### config.mk
export PLATFORM = sky130hd
export DESIGN_NAME = phase_driver
export DESIGN_NICKNAME = d
export VERILOG_FILES = /design/src/rtl/phase_driver.sv
export SDC_FILE = /design/constraint.sdc
export NUM_CORES = 1
export LEC_CHECK = 0
export CAP_MARGIN = 20
export CORE_MARGIN = 2
export CORE_UTILIZATION = 45
export DETAILED_ROUTE_END_ITERATION = 10
export GPL_ROUTABILITY_DRIVEN = 0
export SETUP_SLACK_MARGIN = 0.1
export SYNTH_ARGS = -nofsm -noshare
export SYNTH_HDL_FRONTEND = slang
export SYNTH_SLANG_ARGS = --single-unit
### constraint.sdc
create_clock -name clk -period 7.9 [get_ports clk]
set_clock_uncertainty 0.1 [all_clocks]
set_input_delay 1.975 -clock clk [delete_from_list [all_inputs] [get_ports clk]]
set_output_delay 1.975 -clock clk [all_outputs]
set_load 0.05 [all_outputs]
### src/rtl/phase_driver.sv
// phase_driver
//   Per-transducer square-wave generator. A shared carrier counter is
//   compared against a per-channel phase offset to produce NUM_CHANNELS
//   50%-duty drive signals, all gated by the modulation block's output.
//   Phase values are written into a shadow bank and copied to the active
//   bank only at a carrier-period boundary, so the array never sees a
//   partially updated phase pattern.
//
// Ports
//   clk            system clock
//   rst            asynchronous, active-high reset
//   mod_in         modulation gate (1 = drive enabled), same clock domain
//   phase_wr_en    write strobe for the shadow phase bank
//   phase_wr_addr  channel index for the write (out-of-range ignored)
//   phase_wr_data  phase value in ticks
//   phase_commit   request to copy shadow -> active at the next boundary
//   commit_pending high from the commit request until the copy is done
//   period_start   one-cycle pulse in the cycle phase_cnt first reads 0
//   drive_out      registered, gated per-channel drive
module phase_driver #(
    parameter int unsigned NUM_CHANNELS = 8,
    parameter int unsigned PHASE_BITS   = 8,
    parameter int unsigned TICK_DIV     = 5,
    localparam int unsigned ADDR_BITS   = (NUM_CHANNELS > 1) ? $clog2(NUM_CHANNELS) : 1
) (
    input  logic                    clk,
    input  logic                    rst,
    input  logic                    mod_in,
    input  logic                    phase_wr_en,
    input  logic [ADDR_BITS-1:0]    phase_wr_addr,
    input  logic [PHASE_BITS-1:0]   phase_wr_data,
    input  logic                    phase_commit,
    output logic                    commit_pending,
    output logic                    period_start,
    output logic [NUM_CHANNELS-1:0] drive_out
);

    localparam int unsigned TICK_BITS = (TICK_DIV > 1) ? $clog2(TICK_DIV) : 1;
    localparam logic [TICK_BITS-1:0] TICK_LAST = TICK_BITS'(TICK_DIV - 1);

    logic [TICK_BITS-1:0]  tick_cnt;
    logic [PHASE_BITS-1:0] phase_cnt;
    logic [PHASE_BITS-1:0] shadow [NUM_CHANNELS];
    logic [PHASE_BITS-1:0] active [NUM_CHANNELS];
    logic [PHASE_BITS-1:0] rel    [NUM_CHANNELS];
    logic [NUM_CHANNELS-1:0] raw;
    logic tick;
    logic boundary;
    logic do_copy;

    // With TICK_DIV=1, TICK_LAST is 0 and tick_cnt never leaves 0, so tick stays high.
    assign tick     = (tick_cnt == TICK_LAST);
    assign boundary = tick && (phase_cnt == '1);
    assign do_copy  = boundary && (commit_pending || phase_commit);

    always_ff @(posedge clk or posedge rst) begin
        if (rst) begin
            tick_cnt     <= '0;
            phase_cnt    <= '0;
            period_start <= 1'b0;
        end else begin
            if (tick) begin
                tick_cnt  <= '0;
                phase_cnt <= phase_cnt + PHASE_BITS'(1);
            end else begin
                tick_cnt  <= tick_cnt + TICK_BITS'(1);
            end
            period_start <= boundary;
        end
    end

    // Shadow writes. The loop only covers real channels, so addresses
    // at or beyond NUM_CHANNELS match nothing and are dropped.
    always_ff @(posedge clk or posedge rst) begin
        if (rst) begin
            for (int unsigned i = 0; i < NUM_CHANNELS; i++) begin
                shadow[i] <= '0;
            end
        end else if (phase_wr_en) begin
            for (int unsigned i = 0; i < NUM_CHANNELS; i++) begin
                if (phase_wr_addr == ADDR_BITS'(i)) begin
                    shadow[i] <= phase_wr_data;
                end
            end
        end
    end

    // Copy uses the pre-edge shadow values, so a write landing in the
    // boundary cycle is held back until the next commit.
    always_ff @(posedge clk or posedge rst) begin
        if (rst) begin
            commit_pending <= 1'b0;
            for (int unsigned i = 0; i < NUM_CHANNELS; i++) begin
                active[i] <= '0;
            end
        end else if (do_copy) begin
            commit_pending <= 1'b0;
            for (int unsigned i = 0; i < NUM_CHANNELS; i++) begin
                active[i] <= shadow[i];
            end
        end else if (phase_commit) begin
            commit_pending <= 1'b1;
        end
    end

    // A channel is high for the first half of its own shifted period.
    always_comb begin
        raw = '0;
        for (int unsigned i = 0; i < NUM_CHANNELS; i++) begin
            rel[i] = phase_cnt - active[i];
            raw[i] = ~rel[i][PHASE_BITS-1];
        end
    end

    always_ff @(posedge clk or posedge rst) begin
        if (rst) begin
            drive_out <= '0;
        end else begin
            drive_out <= raw & {NUM_CHANNELS{mod_in}};
        end
    end

endmodule

Word-level counts from Yosys, hierarchy flattened. Cells that the tools add are included.

$add $sub $neg: 10. Equality and inequality tests: 9. Reduce and logical (&&, ||, !) cells: 13. Bitwise logic cells: 9. Muxes and demuxes: 3.

Operators with widths (number): $sub 8x8->8 (8); $reduce_and 2->1 (8); $eq 3x3->1 const B (5); $add 8x1->8 const B (1); $and 8x8->8 (1); $eq 8x8->1 const B (1); $not 1->1 (8); $eq 3x2->1 const B (2); $add 3x1->3 const B (1); $eq 3x1->1 const B (1); $logic_not 3->1 (1); $mux 3 (1); $logic_and 1x1->1 (2); $mux 1 (2); $reduce_bool 2->1 (1); $logic_or 1x1->1 (1).

Output and inout port bits: 10. Input bits: 16. Register bits: 149. Logic and storage cells: 65.

Depth between registers and ports, before layout. Gate-level depths: netlist (run 1).

Word-level depth: 4. Depth in mapped cells: 8. Depth with buffers taken out: 6.

Worst setup path before layout (run 1). No wires, ideal clock.

Kind: input to register. From: input phase_wr_addr[1]. To: register shadow[40] (netlist bit). Buffers on the path: 1. Path slack: 4606 ps. Library setup time: 125 ps. Data required time: 7675 ps. Stages on the path: 3. Data arrival time: 3070 ps. Cells stage by stage: clkbuf_1 nor3b_2 mux2_2.

Longest elaborated chain between the ends: 2.

Ends and longest elaborated chain: start: declaration (line 30) `input logic [ADDR_BITS-1:0] phase_wr_addr,`; $eq 3x2->1 (line 81) `if (phase_wr_addr == ADDR_BITS'(i)) begin`; $reduce_and 2->1 (no line); end signal: indexed assignment (line 82) `shadow[i] <= phase_wr_data;`; end: declaration (line 43) `logic [PHASE_BITS-1:0] shadow [NUM_CHANNELS];`.

Every way passes these cells. A chain may end at the register's enable or synchronous reset.

Final worst setup path (run 1).
From: input phase_commit. To: register active[40] (netlist bit).

Longest elaborated chain between the ends: 2.

Ends and longest elaborated chain: start: declaration (line 32) `input logic phase_commit,`; $logic_or 1x1->1 (line 54) `assign do_copy = boundary && (commit_pending || phase_commit);`; $logic_and 1x1->1 (line 54); end signal: indexed assignment (line 99) `active[i] <= shadow[i];`; end: declaration (line 44) `logic [PHASE_BITS-1:0] active [NUM_CHANNELS];`.

Every way passes these cells.

==> impl_metrics.yaml, run 1 <==
logic_synthesis:
  synth_commonest_cells: "149 x dfrtp_1, 84 x nand2_1, 81 x mux2_2"
  ys_seq_elements: 149
  netlist_area_mm2: 0.00691
  synth_area_leaders: "dfrtp_1 54%, mux2_2 13%, ha_1 9.2%"
  ys_types: 27
  netlist_instances: 603
  synth_nets: 670
  synth-seq-area-share_pct: 53.9
  synth_area_per_cell_um2: 11.5
  yosysWarnings: 0
  ys.flop_type: "dfrtp_1"
  async_flop_share_pct: 100
  synth_top_area_share_pct: 53.9
  yosysMostFrequentCell: "dfrtp_1"
  synth_edf_count: 0
  synth.largest_area_cell: "dfrtp_1"
job:
  max_cap_violations: 0
placement:
  io_buffers: 25
  pre_cts_ws_ns: 3.48
  place_hpwl_um: 8760
routing:
  dr.pass1.iters: 4
  first_iter_violations: 237
  num_vias: 4343
  ant_nets: 0
  drt_wl_total_um: 13900
  drc: 0
  viasPerCell: 5.22
  wl_per_cell_um: 16.7
floorplanning:
  dieArea_mm2: 0.0164
  core_mm2: 0.0151
  io_pins: 26
  rows: 45
  fp.dieH_um: 128
  die_x_um: 128
  start_util_pct: 45.8
global_route:
  grt_usage_pct: 18.6
  grt_pass1_vias: 4296
  grt_max_degree: 111
  antenna_found_initial: 0
  grt_pass1_wl_um: 22700
  gr-total-overflow: 0
pwr:
  combPwrFrac_pct: 8.2
  cellLeakagePower_nw: 3.77
  swShare_pct: 21.6
  p_int_w: 0.00146
  vdd_drop_max_uv: 135
  clkPwrFrac_pct: 44.1
  p_per_area_mw_per_mm2: 234
  power_switching_w: 0.000401
  seqPwrFrac_pct: 47.7
timing:
  fin_crit_ns: 4.00
  slew_viol_final: 0
  period_share_pct: 50.6
  report.final.hold_viol_count: 0
  setup_viol: 0
  clock.fmax_mhz: 250
  final.setup.tns_ns: 0
  tightest_slew_ns: 0.860
  relSlewSlack_pct: 42.4
  setup_slack_ns: 3.90
  rsz0062_at_grt: "false"
min_path:
  worst_hold_path.num_cells: 1
  hp-class: "register to register"
  hold_path_end: "tick_cnt[0]"
  min_from: "tick_cnt[0]"
clock_tree:
  hold_buffers: 0
  clock_latency_ns: 0.41
  clk_pin_slew_ns: 0.06
  cts_max_level: 4
  ctsResizeCount: 0
  cts_max_path_buffers: 2
  postCtsSetupRepairBufs: 0
  cts_inserted_buffers: 17
  cts_tree: "built"
  root_buffer: "clkbuf_16"
  cts_num_sinks: 149
worst_setup_path:
  r2r_start: "phase_cnt[1]"
  critPathSlowestCell: "buf_4"
  worst_ep_required_time_ns: 8.10
  crit_chain: "clkdlybuf4s50_1, nor2_1, nor4_4, buf_4, buf_4, mux2_2"
  r2r_slack_ns: 4.77
  startpoint_type: "primary input"
  reg2regPathDepth: 6
  cp.arrival_ns: 4.20
  crit_path_max_incr_delay_ns: 0.63
  cp-end-kind: "register"
  critPathMaxFanout: 69
  cpMostUsedCell: "buf_4"
  rr_endpoint: "active[40]"
  critical_path_class: "primary input to register"
finish:
  area_delta_synth_final_pct: 14.9
  fin_nets: 699
  final_layout_size_suffix_gt1_share_pct: 18.2
  diodes: 0
run_status:
  status: "complete, no violations"
## through the flow
step           power (W)  instance area (um^2)  instances  utilization, %  hold slack (ns)
3_5_place_dp     0.00105                  7320        800            48.5            0.355
3_3_place_gp     0.00104                  7320        800            48.5            0.342
2_1_floorplan    0.00100                  6910        603               -            0.327
4_1_cts          0.00188                  7910        831            52.4            0.362
6_report         0.00186                  7940        832            52.6            0.367
5_1_grt          0.00194                  7940        832            52.6            0.404
## state kept, by name, summed over array words and instances, names as in the netlist
name,flops
drive_out,8
period_start,1
phase_cnt,8
shadow,64
tick_cnt,3
active,64
commit_pending,1
## cells in the final DEF (no fill, tap or decap)
cell / n
o21ai_0: 59
buf_4: 3
nand2_1: 84
buf_16: 1
o21ai_1: 5
inv_6: 1
nand3_1: 2
bufinv_16: 3
clkbuf_1: 7
clkbuf_16: 17
inv_1: 50
nand4_1: 3
xor2_1: 11
nor4_4: 1
mux2_2: 81
nand4b_1: 3
nor2_1: 13
dfrtp_1: 149
mux2i_1: 9
clkdlybuf4s50_1: 25
and3_1: 1
nor3_2: 2
clkbuf_8: 4
xnor2_1: 4
nor3_1: 1
nand3_2: 1
nand2b_4: 1
ha_1: 51
a21oi_1: 33
nor3b_2: 2
nand2b_1: 9
nor2b_1: 8
## worst max path at each step
stage | start | endpoint | slack (ns)
2_1_floorplan | rst | active[0] | 1.82
3_3_place_gp | phase_commit | active[40] | 3.50
3_5_place_dp | phase_commit | active[40] | 3.48
4_1_cts | phase_commit | active[40] | 3.92
5_1_grt | phase_commit | active[39] | 3.79
6_report | phase_commit | active[40] | 3.90
## cells by family (layout without fill, tap and decap cells)
kind of cell	Yosys count	after routing	share of synthesized area [%]
buffers and inverters	70	111	4.33
muxes	90	90	14.5
and+or+nand+nor	131	131	9.07
xor gates and xnor gates	15	15	1.90
adders and majority gates	51	51	9.23
DFF	149	149	53.9
AOI/OAI and AO/OA	97	97	7.02
## worst max-delay path, delay by kind of cell
family / cells / cell delay, ns
multiplexers: 1 / 0.41
buffers and inverters: 3 / 1.51
AND/OR/NAND/NOR: 2 / 0.27
## power groups by stage
stage,clock [W],combinational [W],sequential (W)
after floorplan,0,0.000112,0.000892
after global placement,0,0.000147,0.000896
after detailed placement,0,0.000153,0.000900
after CTS,0.000839,0.000154,0.000887
after global routing,0.000870,0.000171,0.000898
final,0.000820,0.000152,0.000888
## area by class of cell
cell class                      count  area, um^2
Sequential cell                   149        3730
Inverter                           51         196
Clock inverter                      3        90.1
Multi-Input combinational cell    384        2880
Clock buffer                       28         507
Timing Repair Buffer               29         300
Tap cell                          188         235
Fill cell                        1363        7150
## per-layer routing
layer | share of wire (%) | track usage, %
met1 | 51 | 26.5
met4 | 1.3 | 6.14
met5 | 0 | 0
met2 | 45 | 28.4
met3 | 2.6 | 4.17
(Power assumes the default switching activity.)
==> run 2, diff against run 1 <==
==> constraint.sdc (replaced) <==
create_clock -name clk -period 3.56 [get_ports clk]
set_clock_uncertainty 0.1 [all_clocks]
set_input_delay 0.89 -clock clk [delete_from_list [all_inputs] [get_ports clk]]
set_output_delay 0.89 -clock clk [all_outputs]
set_load 0.05 [all_outputs]
==> run 2 against run 1 <==
Via count rose by 0.81%. Core utilization rose by 0.55 points. Die area did not move. Routed wire length rose by 2.9%. Flip-flop and latch count did not move. Clock power rose by 140%. Critical endpoint is now active[48]. Highest routed layer unchanged.
==> impl_metrics.yaml, run 2 (synthesized netlist as in run 1, its figures left out) <==
run_status:
  status: "complete, no violations"
finish:
  fin_cells: 837
  fin_nets: 704
  n_fill_cell: 1304
  final_layout_size_suffix_gt1_share_pct: 19.6
  reg_top3: "active x64, shadow x64"
  final_util_pct: 53.2
  area_delta_synth_final_pct: 16.1
  final_common_cell: "dfrtp_1"
  diodes: 0
  final_cell_mix: "149 x dfrtp_1, 84 x nand2_1, 81 x mux2_2, 59 x o21ai_0, 51 x ha_1"
job:
  max_cap_violations: 0
clock_tree:
  cts_max_path_buffers: 2
  clk_pin_slew_ns: 0.06
  cts_num_sinks: 149
  ctsResizeCount: 0
  cts_max_level: 4
  clock_latency_ns: 0.43
  root_buffer: "clkbuf_16"
  postCtsSetupRepairBufs: 0
  hold_buffers: 0
  cts_inserted_buffers: 17
  cts_tree: "built"
routing:
  drc: 0
  drt_wl_total_um: 14300
  first_iter_violations: 236
  dr.pass1.iters: 4
  wl_per_cell_um: 17.1
  ant_nets: 0
  viasPerCell: 5.23
  num_vias: 4378
worst_setup_path:
  startpoint_type: "register"
  r2r_slack_ns: 0.94
  crit_path_max_incr_delay_ns: 0.79
  critPathMaxFanout: 112
  worst_ep_required_time_ns: 3.77
  cp.arrival_ns: 2.82
  critPathSlowestCell: "dfrtp_1"
  critical_path_class: "register to register"
  cp-end-kind: "register"
  crit_chain: "ha_1, nand3_2, nor4_4, buf_12, mux2_2"
placement:
  place_hpwl_um: 8650
  io_buffers: 25
  dpl.cell_count: 806
global_route:
  grt_pass1_wl_um: 23400
  antenna_found_initial: 0
  gr-total-overflow: 0
  grt_usage_pct: 19.2
  grt_max_degree: 150
  grt_pass1_vias: 4590
timing:
  clock.fmax_mhz: 382
  final.setup.tns_ns: 0
  report.final.hold_viol_count: 0
  period_share_pct: 73.5
  slew_viol_final: 0
  relSlewSlack_pct: 44.2
  fin_crit_ns: 2.62
  whs_ns: 0.372
  tightest_slew_ns: 0.835
  rsz0062_at_grt: "false"
  setup_viol: 0
min_path:
  hp-class: "register to register"
pwr:
  vdd_drop_max_uv: 282
  total_power_w: 0.00425
  cellLeakagePower_nw: 3.81
  p_per_area_mw_per_mm2: 530
floorplanning:
  io_pins: 26
  start_util_pct: 45.8
  rows: 45
  core_mm2: 0.0151
  die_x_um: 128
  dieArea_mm2: 0.0164
  fp.dieH_um: 128
run 2: routing by layer:
layer / global-route usage, % / wire length, um / part of all wire (%) / vias to the layer above
met4: 8.08 / 388 / 2.7 / 0
met3: 4.30 / 428 / 3.0 / 27
li1: - / - / - / 2107
met1: 24.2 / 6500 / 45 / 2176
met5: 0 / 0 / 0 / -
met2: 32.2 / 7020 / 49 / 68
run 2: metrics by stage:
stage | setup slack, ns | cell area, um^2
detailed placement | 0.681 | 7390
finish | 0.943 | 8020
CTS | 0.939 | 8020
global placement | 0.720 | 7390
global route | 0.827 | 8020
floorplan | 0.695 | 6920
run 2: path summary, 6_finish.rpt:
check	from	endpoint	depth (start not counted)
hold / removal	shadow[53]	active[53]	2
min in group asynchronous	rst	active[11]	3
setup / recovery	phase_cnt[1]	active[48]	5
setup reg to reg	phase_cnt[1]	active[48]	5
hold reg to reg	shadow[53]	active[53]	2
max in group asynchronous	rst	active[16]	3
run 2: worst max-delay path, delay by kind of cell, from the launching register on:
family	cells	cell delay (ns)
and+or+nand+nor	2	0.48
adders and majority gates	1	0.28
DFF	1	0.79
buffers and inverters	1	0.40
muxes	1	0.39
run 2: area by class of cell:
class	count	area, um^2	area share [%]
clock buffer	21	460	5.74
clock inverter	10	178	2.21
inverter	51	195	2.43
multi-input combinational	384	2880	35.9
sequential	149	3730	46.5
tap	188	235	2.93
timing repair buffer	34	343	4.27
run 2: where the power goes:
group	internal [W]	switching [W]	leakage, nW	total, W
clock network	0.00127	0.000674	0.313	0.00195
logic	0.000177	0.000159	1.68	0.000336
registers	0.00188	0.0000860	1.82	0.00197
==> run 3, diff against run 2 <==
==> constraint.sdc (replaced) <==
create_clock -name clk -period 2.5 [get_ports clk]
set_clock_uncertainty 0.1 [all_clocks]
set_input_delay 0.625 -clock clk [delete_from_list [all_inputs] [get_ports clk]]
set_output_delay 0.625 -clock clk [all_outputs]
set_load 0.05 [all_outputs]
==> run 3 against run 2 <==
Total power grew 31%. First-iteration DRC count shrank 7.2%. Sequential share of layout area is essentially flat. Critical path type is now register to output pin. Global-route usage shrank 0.27 points. Largest cell class unchanged. Register-to-register slack lost 0.66 ns.
==> impl_metrics.yaml, run 3 (synthesized netlist as in run 1, its figures left out) <==
global_route:
  grt_pass1_vias: 4492
  gr-total-overflow: 0
  grt_pass1_wl_um: 23500
  grt_max_degree: 96
  antenna_found_initial: 0
  grt_usage_pct: 19.0
routing:
  ant_nets: 0
  wl_per_cell_um: 16.8
  first_iter_violations: 219
  num_vias: 4426
  dr.pass1.iters: 4
  viasPerCell: 5.21
  drc: 0
  drt_wl_total_um: 14300
finish:
  diodes: 0
  final_common_cell: "dfrtp_1"
  multi_input_area_mm2: 0.00288
  area_delta_synth_final_pct: 16.1
  final_layout_size_suffix_gt1_share_pct: 21.1
  regArea_mm2: 0.00373
  n_fill_cell: 1316
  final_cell_mix: "148 x dfrtp_1, 84 x nand2_1, 81 x mux2_2, 59 x o21ai_0, 51 x ha_1"
  fin_nets: 719
  reg_top3: "active x64, shadow x64"
timing:
  final.setup.tns_ns: 0
  relSlewSlack_pct: 62.7
  slew_viol_final: 0
  rsz0062_at_grt: "false"
  report.final.hold_viol_count: 0
  tightest_slew_ns: 0.557
  period_share_pct: 91.1
  clock.fmax_mhz: 439
  fin_crit_ns: 2.28
  setup_viol: 0
  setup_slack_ns: 0.223
worst_setup_path:
  crit_chain: "clkdlybuf4s50_1"
  critical_path_class: "register to output pin"
  startpoint_type: "register"
  cp.arrival_ns: 1.55
  cp_top_family: "buffers and inverters"
  critPathMaxFanout: 2
  worst_ep_required_time_ns: 1.77
  cp-end-kind: "output pin"
  critPathSlowestCell: "clkdlybuf4s50_1"
  crit_buf_inv: 1
  crit_path_max_incr_delay_ns: 0.80
clock_tree:
  clock_latency_ns: 0.42
  cts_num_sinks: 149
  cts_inserted_buffers: 17
  root_buffer: "clkbuf_16"
  cts_tree: "built"
  cts_max_level: 4
  cts_max_path_buffers: 2
  clk_pin_slew_ns: 0.06
floorplanning:
  die_x_um: 128
  dieArea_mm2: 0.0164
  io_pins: 26
  core_mm2: 0.0151
  rows: 45
  fp.dieH_um: 128
  start_util_pct: 45.8
pwr:
  cellLeakagePower_nw: 3.84
  vdd_drop_max_uv: 438
  p_per_area_mw_per_mm2: 696
run_status:
  status: "complete, no violations"
job:
  max_cap_violations: 0
placement:
  io_buffers: 25
  pre_cts_ws_ns: 0.0658
  place_hpwl_um: 9490
min_path:
  hp-class: "register to register"
run 3: changes by cell type in the layout (fill, tap and decap cells not counted), sizes merged:
cell and change:
buf +15, bufinv -5, clkbuf +4, clkinv -1
run 3: per-layer routing:
layer	global-route usage, %	routed length (um)
met1	25.4	6860
met2	30.9	6830
met3	3.84	382
met4	6.59	226
met5	0	0
run 3: path summary, 6_finish.rpt:
path	from	slack, ns	cells after the start	end
setup / recovery	commit_pending	0.22	1	commit_pending
hold / removal	tick_cnt[0]	0.36	1	tick_cnt[0]
setup reg to reg	tick_cnt[0]	0.28	8	active[21]
hold reg to reg	tick_cnt[0]	0.36	1	tick_cnt[0]
max in group asynchronous	rst	1.27	3	active[34]
min in group asynchronous	rst	0.58	3	active[12]
run 3: where the power goes:
part,switching [W],internal (W)
clock network,0.000915,0.00138
logic,0.000229,0.000259
registers,0.000120,0.00268
total,0.00126,0.00432
run 3: cell type report:
cell class	instances	share of cell area, %
sequential	149	46.5
multi-input combinational	384	35.9
clock buffer	25	6.30
timing repair buffer	49	5.67
tap	188	2.93
inverter	51	2.43
clock inverter	4	0.281
run 3: per-stage QoR:
step / hold slack (ns) / power (W) / cell area (um^2) / util (%) / std cells
after floorplan: 0.327 / 0.00317 / 6920 / - / 603
after global placement: 0.340 / 0.00330 / 7500 / 49.7 / 821
after detailed placement: 0.349 / 0.00334 / 7500 / 49.7 / 821
after CTS: 0.358 / 0.00564 / 8030 / 53.2 / 850
after global routing: 0.372 / 0.00582 / 8030 / 53.2 / 850
final: 0.357 / 0.00558 / 8030 / 53.2 / 850
run 3: worst register-to-register path, delay by kind of cell, from the launching register on:
| kind | cells | cell delay (ns) |
|---|---|---|
| AO/OA/AOI/OAI | 1 | 0.09 |
| adder cells (fa/ha/maj) | 1 | 0.23 |
| buffers and inverters | 3 | 0.68 |
| flip-flops | 1 | 0.39 |
| AND/OR/NAND/NOR | 3 | 0.62 |
run 3: repair_timing:
item / in CTS / in global routing
setup endpoints to repair: 0 / 7
buffers inserted: 0 / 0
hold buffers: 0 / 0
gates resized for setup: 0 / 1
